`src/rtl/instr_loader_pkg.sv`:
```
// Shared definitions for the instruction loader and the fetch controller.
package instr_loader_pkg;

    localparam int unsigned DATA_W_DEF = 8;
    localparam int unsigned ADDR_W_DEF = 5;

    typedef enum logic [1:0] {
        IDLE  = 2'd0,
        LOAD  = 2'd1,
        WRITE = 2'd2,
        DONE  = 2'd3
    } state_t;

endpackage

```
`src/rtl/instr_loader_addr_cnt.sv`:
```
// Word counter plus write address; the address holds on the final word so it never wraps.
module loader_addr_cnt
    import instr_loader_pkg::*;
#(
    parameter int unsigned ADDR_W = ADDR_W_DEF
) (
    input  logic              clk,
    input  logic              reset,
    input  logic              clear,
    input  logic              step,
    input  logic [ADDR_W:0]   len_eff,
    output logic [ADDR_W-1:0] addr,
    output logic              last
);

    localparam int unsigned CNT_W = ADDR_W + 1;

    logic [CNT_W-1:0] cnt;

    assign last = (cnt + CNT_W'(1)) == len_eff;

    always_ff @(posedge clk) begin
        if (reset || clear) begin
            cnt  <= '0;
            addr <= '0;
        end else if (step) begin
            cnt <= cnt + CNT_W'(1);
            if (!last) begin
                addr <= addr + ADDR_W'(1);
            end
        end
    end

endmodule

```
`src/rtl/instr_loader.sv`:
```
// Streams instruction words from a valid/ready source into the instruction RAM
// while holding the fetch controller in reset.
module instr_loader
    import instr_loader_pkg::*;
#(
    parameter int unsigned DATA_W = DATA_W_DEF,
    parameter int unsigned ADDR_W = ADDR_W_DEF
) (
    input  logic              clk,
    input  logic              reset,
    input  logic              start,
    input  logic [ADDR_W:0]   len,
    input  logic              abort,
    input  logic              in_valid,
    input  logic [DATA_W-1:0] in_data,
    output logic              in_ready,
    output logic              InstrRAMenable,
    output logic              InstrRAMwrite_en,
    output logic              InstrRAMread_en,
    output logic [ADDR_W-1:0] ram_addr,
    output logic [DATA_W-1:0] ram_wdata,
    output logic              busy,
    output logic              done,
    output logic              hold_fetch
);

    localparam int unsigned DEPTH = 1 << ADDR_W;
    localparam int unsigned CNT_W = ADDR_W + 1;

    state_t           state, next;
    logic [CNT_W-1:0] len_sel, len_eff;
    logic             clear, step, capture, last;

    // Lengths beyond the RAM depth are clamped so the load stops at the top address.
    assign len_sel = (len > CNT_W'(DEPTH)) ? CNT_W'(DEPTH) : len;
    assign clear   = (state == IDLE) && start;
    assign step    = (state == WRITE) && !abort;
    assign capture = (state == LOAD) && in_valid && !abort;

    loader_addr_cnt #(.ADDR_W(ADDR_W)) u_cnt (
        .clk     (clk),
        .reset   (reset),
        .clear   (clear),
        .step    (step),
        .len_eff (len_eff),
        .addr    (ram_addr),
        .last    (last)
    );

    always_ff @(posedge clk) begin
        if (reset) begin
            state     <= IDLE;
            len_eff   <= '0;
            ram_wdata <= '0;
        end else begin
            state <= next;
            if (clear) begin
                len_eff <= len_sel;
            end
            if (capture) begin
                ram_wdata <= in_data;
            end
        end
    end

    always_comb begin
        next             = state;
        in_ready         = 1'b0;
        InstrRAMenable   = 1'b0;
        InstrRAMwrite_en = 1'b0;
        InstrRAMread_en  = 1'b0;
        busy             = 1'b0;
        done             = 1'b0;
        hold_fetch       = 1'b0;
        case (state)
            IDLE: begin
                if (start) begin
                    next = (len_sel != '0) ? LOAD : DONE;
                end
            end
            LOAD: begin
                in_ready   = 1'b1;
                busy       = 1'b1;
                hold_fetch = 1'b1;
                if (abort) begin
                    next = IDLE;
                end else if (in_valid) begin
                    next = WRITE;
                end
            end
            WRITE: begin
                InstrRAMenable   = 1'b1;
                InstrRAMwrite_en = 1'b1;
                busy             = 1'b1;
                hold_fetch       = 1'b1;
                if (abort) begin
                    next = IDLE;
                end else begin
                    next = last ? DONE : LOAD;
                end
            end
            DONE: begin
                done = 1'b1;
                next = IDLE;
            end
            default: next = IDLE;
        endcase
    end

endmodule

```
`config.mk`:
```
export PLATFORM = sky130hd
export DESIGN_NAME = instr_loader
export DESIGN_NICKNAME = d
export VERILOG_FILES = /design/src/rtl/instr_loader_pkg.sv /design/src/rtl/instr_loader_addr_cnt.sv /design/src/rtl/instr_loader.sv
export SDC_FILE = /design/constraint.sdc
export NUM_CORES = 1
export LEC_CHECK = 0
export BUFFER_PORTS_ARGS = -buffer_cell sky130_fd_sc_hd__clkbuf_2
export CAP_MARGIN = 15
export CORE_UTILIZATION = 30
export CTS_CLUSTER_SIZE = 28
export DETAILED_ROUTE_END_ITERATION = 7
export PLACE_DENSITY = 0.51
export SLEW_MARGIN = 20
export SYNTH_ARGS = -nofsm -noshare
export SYNTH_HDL_FRONTEND = slang
export SYNTH_HIERARCHICAL = 1
export SYNTH_SLANG_ARGS = --single-unit
export TNS_END_PERCENT = 5
```
`constraint.sdc`:
```
create_clock -name clk -period 5 [get_ports clk]
set_clock_uncertainty 0.1 [all_clocks]
set_input_delay 0.5 -clock clk [delete_from_list [all_inputs] [get_ports clk]]
set_output_delay 0.5 -clock clk [all_outputs]
set_load 0.01 [all_outputs]
```
==> summary.txt, run 1 <==
Status
  • Run status: complete, but fails checks
  • Violated checks: DRC

Timing
  • F_max: 424 MHz
  • Fin crit share: 47.2%
  • Setup TNS: 0 ns
  • RSZ-0062 raised after global routing: no
  • Setup ws final: 2.64 ns
  • Worst Tran Pin Value: 0.540 ns
  • Final setup violation count: 0
  • Final hold viol count: 0
  • Final critical-path required period: 2.36 ns
  • Slew Limit Fails: 0
  • Worst slew margin: 63.9%

Floorplanning
  • Die height: 71.1 µm
  • I/O Pins: 39
  • Placement row count: 24
  • Die Width: 71.1 µm
  • Initial Utilization: 32.0%
  • Die ar.: 0.00506 mm²
  • Core ar.: 0.00447 mm²

Global routing
  • Global router's overall resource usage: 12.3%
  • Total grt overflow: 0
  • Vias in the first global route: 1078
  • Initial antenna violation count: 0
  • First-pass GRT wire length: 4.80 mm
  • Largest net degree at the start of global routing: 22

Clocking
  • Post-CTS setup-driven buffer insertion count: 0
  • Hold buffer count at cts: 0
  • Clock Tree Root: clkbuf_8
  • CTS tree: done
  • Htree depth: 1
  • Clk slew on worst S/H paths: 0.10 ns
  • Num CTS Buffers: 3
  • Worst skew pair latency: 0.28 ns
  • Post-CTS sizing: 0
  • CTS Sinks: 27
  • Clock buffer depth: 2

Synthesis
  • Part of the Yosys area used for sequential elements: 37.7%
  • Yosys warnings: 6
  • Post-Syn Instances: 156
  • Async SR Flop Fraction: 0%
  • Post-synth EDFFs: 0
  • Cell area after synthesis: 0.00143 mm²
  • Avg Cell Area, Syn: 9.19 µm²
  • Post-synthesis cell type count: 40
  • Seq cells post-synth: 27
  • Mapped Nets: 182
  • Predominant post-synthesis flop cell: dfxtp_1

Drt
  • Pre-Repair DR Iteration Count: 6
  • Wire length per cell: 12.3 µm
  • Routed WL: 2.94 mm
  • DR iter-0 viols: 30
  • Vias per cell: 4.93
  • Antenna viol nets, final: 0
  • Total number of vias: 1178
  • DRC errors left: 4

Critical path
  • Setup CP Type: reg2reg
  • Crit. Startpoint: u_cnt/cnt[0]
  • R2R setup slack: 2.64 ns
  • Type of origin of the critical path: flop
  • Worst r2r dst: state[1]
  • Reg2reg path depth: 7
  • Crit path DAT: 2.47 ns
  • Worst setup path endpoint: state[1]
  • Worst endpoint required time: 5.11 ns
  • Worst r2r src: u_cnt/cnt[0]
  • CP max FO: 6
  • Critical path capture point type: flop

Cells and area
  • Antenna Cells: 0
  • Most common cell after layout, fill and taps aside: clkbuf_2
  • Final nets: 214
  • Most frequent cells in the layout: clkbuf_2 (37), dfxtp_1 (27), nand2_1 (16), nor2_1 (16)
  • Fraction of layout cells with a size suffix above 1: 26.7%
  • Area Overhead vs Synth: 17.4%

Run
  • MaxCap Viol Count: 0

Power and ir drop
  • Max rail drop VDD: 0.123 mV
  • Leakage: 0.000771 µW
  • Cell Pwr Density: 288 mW/mm²

Placement
  • DP HPWL: 2.26 mm
  • Port buffer count: 37
  • Pre-CTS setup slack: 2.68 ns
  • Routability cong.: 0.802

Worst hold path
  • Hold_sp: in_data[6]
  • Hold/Removal Path Class: in2reg
==> report_power, final <==
part / leakage (µW) / total (µW) / switching [µW] / internal [µW]
sequential: 0.000219 / 235 / 9.14 / 226
combinational: 0.000526 / 117 / 67.2 / 50.2
clock: 0.0000261 / 133 / 74.4 / 58.6
total: 0.000771 / 485 / 151 / 334
==> cell usage after synthesis (3+ instances only) <==
library cell | number | area [µm²]
nor2_1 | 16 | 60.1
buf_4 | 3 | 22.5
a21oi_1 | 13 | 65.1
clkbuf_1 | 4 | 15.0
xnor2_1 | 3 | 26.3
ha_1 | 7 | 87.6
nand4b_1 | 6 | 52.6
xor2_1 | 8 | 70.1
dfxtp_1 | 27 | 541
mux2i_1 | 13 | 130
or3_1 | 3 | 18.8
nand2_1 | 16 | 60.1
inv_1 | 3 | 11.3
nand4_1 | 3 | 18.8
nand2b_1 | 3 | 18.8
nand3_1 | 4 | 20.0
==> stage by stage <==
stage | total power [µW] | utilization (%) | cells | hold WS [ns] | instance area [µm²]
finish | 485 | 37.6 | 239 | 0.344 | 1680
global route | 515 | 37.6 | 239 | 0.331 | 1680
CTS | 493 | 37.6 | 239 | 0.334 | 1680
detailed placement | 358 | 36.5 | 235 | 0.369 | 1630
global placement | 356 | 36.5 | 235 | 0.356 | 1630
floorplan | 329 | - | 156 | 0.343 | 1430
==> layout make-up <==
cell class | count | area [µm²]
clock inverters | 1 | 8.76
repair buffers | 37 | 185
multi-input cells | 116 | 831
inverters | 3 | 11.3
flip-flops and latches | 27 | 541
fillers | 453 | 2790
well taps | 52 | 65.1
clock buffers | 3 | 41.3
==> registers in the layout, indices dropped and copies added, names as in the netlist <==
name,count
ram_wdata,8
state,2
len_eff,6
u_cnt/addr,5
u_cnt/cnt,6
==> metal layers <==
metal  wire length (µm)  GRT usage [%]
met1               1420           14.8
met2               1310           19.7
met3                190           5.41
met4                 25           3.78
met5                  0              0
==> cell families after synthesis <==
logic type / count (synthesis) / share of synthesized area (%)
AO/OA/AOI/OAI: 23 / 12.7
XOR/XNOR: 11 / 6.72
flip-flops: 27 / 37.7
AND/OR/NAND/NOR: 61 / 23.0
multiplexers: 13 / 9.07
other: 1 / 0.262
adder cells (fa/ha/maj): 7 / 6.11
buffers and inverters: 13 / 4.36
==> worst min-delay path by stage <==
stage               endpoint  cells past startpoint  slack, ns
2_1_floorplan     len_eff[1]                      2       0.34
3_3_place_gp   u_cnt/addr[4]                      2       0.36
3_5_place_dp      len_eff[1]                      2       0.37
4_1_cts         ram_wdata[6]                      3       0.33
5_1_grt         ram_wdata[5]                      3       0.33
6_report        ram_wdata[6]                      3       0.34
==> worst max-delay path, stage by stage, from the launching register on <==
cell	delay, ns
dfxtp_1	0.43
ha_1	0.29
xor2_1	0.19
a2111oi_4	0.49
and2_2	0.24
a21oi_1	0.06
o311a_1	0.29
a211oi_2	0.20
No activity file was read; power rests on OpenSTA's default activity.
==> run 2: changes to the inputs <==
==> constraint.sdc (replaced) <==
create_clock -name clk -period 2.28 [get_ports clk]
set_clock_uncertainty 0.1 [all_clocks]
set_input_delay 0.228 -clock clk [delete_from_list [all_inputs] [get_ports clk]]
set_output_delay 0.228 -clock clk [all_outputs]
set_load 0.01 [all_outputs]
==> run 2 against run 1 <==
Compared with the run above:
- the flow still finishes with violations (DRC)
- cell count increased by 1.7%
- total power increased by 120%
- largest power group unchanged
- highest routed layer unchanged
- worst hold slack worse by 0.26 ns
- maximum frequency grew 8.7%
- register-to-register slack got worse by 2.5 ns
- clock power rose by 110%
- via count is 0.85% higher
- non-clock buffer count is 4 higher
- sequential power up 120%
- global-route usage grew 0.13 points
==> summary.txt, run 2 (synthesis results as in run 1) <==
Drt
  • Pre-Repair DR Iteration Count: 6
  • Wl on met1: 1.40 mm
  • Routed WL: 2.96 mm
  • Wire length on met2: 1.40 mm
  • Met3 wire length: 144 µm
  • DRC errors left: 2
  • Vias per cell: 4.89
  • Wire length per cell: 12.2 µm
  • Total number of vias: 1188
  • DR iter-0 viols: 37
  • Antenna viol nets, final: 0
  • Max Used Layer: met4

Power and ir drop
  • Leakage: 0.000790 µW
  • Cell Pwr Density: 621 mW/mm²
  • Max rail drop VDD: 0.324 mV
  • Power Total: 1060 µW

Timing
  • Final hold viol count: 0
  • Final setup violation count: 0
  • F_max: 461 MHz
  • Fin crit share: 95.2%
  • Slew Limit Fails: 0
  • Final critical-path required period: 2.17 ns
  • RSZ-0062 raised after global routing: no
  • Worst slew margin: 66.9%
  • Worst Tran Pin Value: 0.496 ns
  • Setup TNS: 0 ns

Floorplanning
  • I/O Pins: 39
  • Die ar.: 0.00506 mm²
  • Core ar.: 0.00447 mm²
  • Initial Utilization: 32.0%
  • Die height: 71.1 µm
  • Die Width: 71.1 µm
  • Placement row count: 24

Critical path
  • Setup CP Type: reg2reg
  • CP max FO: 5
  • Worst path slowest cell: dfxtp_2
  • Crit path DAT: 2.27 ns
  • Slowest stage delay, CP: 0.36 ns
  • Worst endpoint required time: 2.38 ns
  • Critical path capture point type: flop
  • Type of origin of the critical path: flop
  • CP cell instances: ha_1, xor2_1, a2111oi_4, and2_2, a21oi_1, o311a_1, a211oi_2

Clocking
  • Post-CTS setup-driven buffer insertion count: 0
  • CTS Sinks: 27
  • Num CTS Buffers: 3
  • Clock Tree Root: clkbuf_8
  • Post-CTS sizing: 0
  • Worst skew pair latency: 0.27 ns
  • Htree depth: 1
  • CTS tree: done
  • Clock buffer depth: 2
  • Clk slew on worst S/H paths: 0.09 ns
  • Hold buffer count at cts: 0

Run
  • MaxCap Viol Count: 0

Status
  • Run status: complete, but fails checks
  • Violated checks: DRC

Placement
  • DP HPWL: 2.33 mm
  • Routability cong.: 0.783
  • Placed insts: 239
  • Port buffer count: 37

Global routing
  • Initial antenna violation count: 0
  • Vias in the first global route: 1124
  • Largest net degree at the start of global routing: 22
  • Total grt overflow: 0
  • Global router's overall resource usage: 12.4%
  • First-pass GRT wire length: 4.97 mm

Cells and area
  • Largest Register: ram_wdata
  • Final nets: 218
  • Max FFs per register: 8
  • Most common cell after layout, fill and taps aside: clkbuf_2
  • Most frequent cells in the layout: clkbuf_2 (37), dfxtp_1 (26), nand2_1 (16), nor2_1 (16)
  • Antenna Cells: 0
  • Non-filler cells, final: 243
  • Area Overhead vs Synth: 19.3%
  • Top Registers: ram_wdata (8), len_eff (6), u_cnt/cnt (6)
  • Fraction of layout cells with a size suffix above 1: 28.8%
  • Post-route core utilization: 38.2%

Worst hold path
  • Hold/Removal Path Class: in2reg
==> run 2: cell types whose count changed in the layout (fill, tap and decap cells not counted), sizes merged <==
cell	before	now
buf	0	4
inv	4	3
clkinv	0	1
==> run 2: where the power goes <==
part / total [µW] / leakage, µW / internal [µW] / switching (µW)
Combinational: 274 / 0.000545 / 122 / 152
Clock: 273 / 0.0000255 / 122 / 150
Sequential: 515 / 0.000219 / 495 / 19.9
Total: 1060 / 0.000790 / 739 / 323
==> run 2: area by class of cell <==
cell class / count / area [µm²]
Clock inverter: 1 / 5.00
Fill cell: 469 / 2760
Multi-Input combinational cell: 116 / 831
Clock buffer: 3 / 41.3
Timing Repair Buffer: 41 / 215
Inverter: 3 / 11.3
Tap cell: 52 / 65.1
Sequential cell: 27 / 542
==> run 2: path summary, 6_finish.rpt <==
| path | slack [ns] | endpoint | from | depth (start not counted) |
|---|---|---|---|---|
| max | 0.11 | state[1] | u_cnt/cnt[0] | 7 |
| min | 0.08 | ram_wdata[2] | in_data[2] | 3 |
| max reg2reg | 0.11 | state[1] | u_cnt/cnt[0] | 7 |
| min reg2reg | 0.37 | len_eff[3] | len_eff[3] | 2 |
==> run 2: per-layer routing <==
layer / vias up / global-route usage (%)
met1: 534 / 14.9
met2: 38 / 21.4
met5: - / 0
li1: 614 / -
met4: 0 / 3.33
met3: 2 / 3.99
==> run 2: per-stage QoR <==
step | hold WS (ns) | area (µm²) | setup WS (ns)
3_3_place_gp | 0.359 | 1660 | 0.173
5_1_grt | 0.0817 | 1710 | 0.0176
2_1_floorplan | 0.272 | 1430 | 0.0915
6_report | 0.0825 | 1710 | 0.109
3_5_place_dp | 0.362 | 1660 | 0.0900
4_1_cts | 0.0713 | 1710 | 0.0629
==> run 2: worst max-delay path, delay by kind of cell, from the launching register on <==
family	cells	cell delay, ns
compound gates	4	0.90
fa+ha+maj	1	0.33
flops	1	0.36
xor+xnor	1	0.20
simple gates	1	0.21
==> run 3: changes to the inputs <==
--- a/config.mk
+++ b/config.mk
@@ -7,10 +7,11 @@
 export LEC_CHECK = 0
 export BUFFER_PORTS_ARGS = -buffer_cell sky130_fd_sc_hd__clkbuf_2
 export CAP_MARGIN = 15
-export CORE_UTILIZATION = 30
+export CORE_UTILIZATION = 50
 export CTS_CLUSTER_SIZE = 28
 export DETAILED_ROUTE_END_ITERATION = 7
-export PLACE_DENSITY = 0.51
+export PLACE_DENSITY = 0.77
+export RECOVER_POWER = 50
 export SLEW_MARGIN = 20
 export SYNTH_ARGS = -nofsm -noshare
 export SYNTH_HDL_FRONTEND = slang
==> run 3 against run 2 <==
Compared with the run above:
- via count is 0.34% higher
- cell count is 9.1% lower
- maximum frequency up 0.39%
- clock power fell by 23%
- sequential share of layout area up 1.5 points
- setup slack better by 0.0085 ns
- the flow now finishes without violations
- non-clock buffer count is 1 lower
==> summary.txt, run 3 (synthesis results as in run 1) <==
Clocking
  • Clk slew on worst S/H paths: 0.15 ns
  • Num CTS Buffers: 3
  • CTS Sinks: 27
  • Htree depth: 1
  • CTS tree: done
  • Worst skew pair latency: 0.33 ns
  • Clock buffer depth: 2
  • Post-CTS setup-driven buffer insertion count: 0
  • Clock Tree Root: clkbuf_4

Drt
  • Routed WL: 2.90 mm
  • Vias per cell: 5.39
  • DR iter-0 viols: 21
  • Pre-Repair DR Iteration Count: 4
  • DRC errors left: 0
  • Total number of vias: 1192
  • Antenna viol nets, final: 0
  • Wire length per cell: 13.1 µm

Timing
  • Hold Slack: 0.0243 ns
  • Final setup violation count: 0
  • Final critical-path required period: 2.16 ns
  • Worst slew margin: 64.6%
  • Fin crit share: 94.8%
  • Setup TNS: 0 ns
  • Slew Limit Fails: 0
  • Worst Tran Pin Value: 0.529 ns
  • RSZ-0062 raised after global routing: no
  • Final hold viol count: 0
  • F_max: 462 MHz

Global routing
  • Vias in the first global route: 1074
  • Initial antenna violation count: 0
  • Global router's overall resource usage: 18.6%
  • Largest net degree at the start of global routing: 22
  • First-pass GRT wire length: 4.66 mm
  • Total grt overflow: 0

Power and ir drop
  • Leakage: 0.000713 µW
  • Cell Pwr Density: 607 mW/mm²
  • Max rail drop VDD: 0.491 mV

Floorplanning
  • Die height: 55.6 µm
  • Core ar.: 0.00273 mm²
  • Initial Utilization: 52.4%
  • I/O Pins: 39
  • Die ar.: 0.00309 mm²
  • Die Width: 55.6 µm
  • Placement row count: 19

Placement
  • DP HPWL: 2.23 mm
  • Placed insts: 217
  • Placement Cell Area: 0.00163 mm²
  • Routability cong.: 0.771
  • Port buffer count: 37

Cells and area
  • Final nets: 217
  • Max FFs per register: 8
  • Largest Register: ram_wdata
  • Area Overhead vs Synth: 13.8%
  • Cell area after layout: 0.00163 mm²
  • Antenna Cells: 0
  • Non-filler cells, final: 221
  • Fraction of layout cells with a size suffix above 1: 18.4%
  • Most frequent cells in the layout: dfxtp_1 (26), clkbuf_2 (20), clkbuf_1 (19), nand2_1 (16), nor2_1 (16)
  • Most common cell after layout, fill and taps aside: dfxtp_1
  • Fillers: 234
  • Top Registers: ram_wdata (8), len_eff (6), u_cnt/cnt (6)

Critical path
  • Crit path DAT: 2.32 ns
  • Worst r2r src: u_cnt/cnt[0]
  • Setup CP Type: reg2reg
  • Crit. Startpoint: u_cnt/cnt[0]
  • Worst endpoint required time: 2.44 ns
  • CP max FO: 5
  • Type of origin of the critical path: flop
  • Critical path capture point type: flop

Status
  • Run status: complete, no violations

Worst hold path
  • Hold/Removal Path Class: in2reg
  • Hold_sp: in_data[4]

Run
  • MaxCap Viol Count: 0
run 3: changes by cell type in the layout (fill, tap and decap cells not counted):
cell      delta
buf_4        -2
clkbuf_2    -17
clkinv_2     -1
clkbuf_4     +3
clkbuf_8     -3
clkbuf_1    +19
run 3: where the power goes:
| part | switching (µW) | total, µW | internal, µW | leakage [µW] |
|---|---|---|---|---|
| sequential | 19.6 | 515 | 495 | 0.000219 |
| clock | 143 | 211 | 68.6 | 0.0000150 |
| combinational | 153 | 264 | 112 | 0.000479 |
run 3: timing repair:
action,4_1_cts,5_1_grt
hold endpoints to repair,0,0
resized for setup,0,1
hold buffers,0,0
setup endpoints to repair,0,1
run 3: cell type report:
type	count	area [µm²]	share of cell area [%]
multi-input combinational	116	831	50.9
sequential	27	542	33.2
timing repair buffer	40	183	11.2
tap	31	38.8	2.38
clock buffer	4	26.3	1.61
inverter	3	11.3	0.690
run 3: critical path, cell delays in order (launching register included):
cell,delay (ns)
dfxtp_2,0.38
ha_1,0.32
xor2_1,0.19
a2111oi_4,0.33
and2_2,0.21
a21oi_1,0.06
o311a_1,0.30
a211oi_2,0.21
run 3: through the flow:
step           util, %  power [µW]  setup slack [ns]
5_1_grt           59.7        1030            0.0297
4_1_cts           60.5        1010            0.0721
3_5_place_dp      59.6         796            0.0929
2_1_floorplan        -         721            0.0915
3_3_place_gp      59.6         786             0.182
6_report          59.7         991             0.118
run 3: path summary, 6_finish.rpt:
check	slack [ns]	depth (start not counted)	to
setup / recovery	0.12	7	state[1]
hold / removal	0.02	3	ram_wdata[4]
setup reg to reg	0.12	7	state[1]
hold reg to reg	0.38	2	len_eff[3]
run 3: per-layer routing:
layer / vias to the layer above / GRT usage, % / wire length [µm]
met2: 30 / 31.3 / 1410
met4: 0 / 5.36 / 27
met1: 549 / 25.1 / 1370
met5: - / 0 / 0
li1: 609 / - / -
met3: 4 / 2.11 / 95
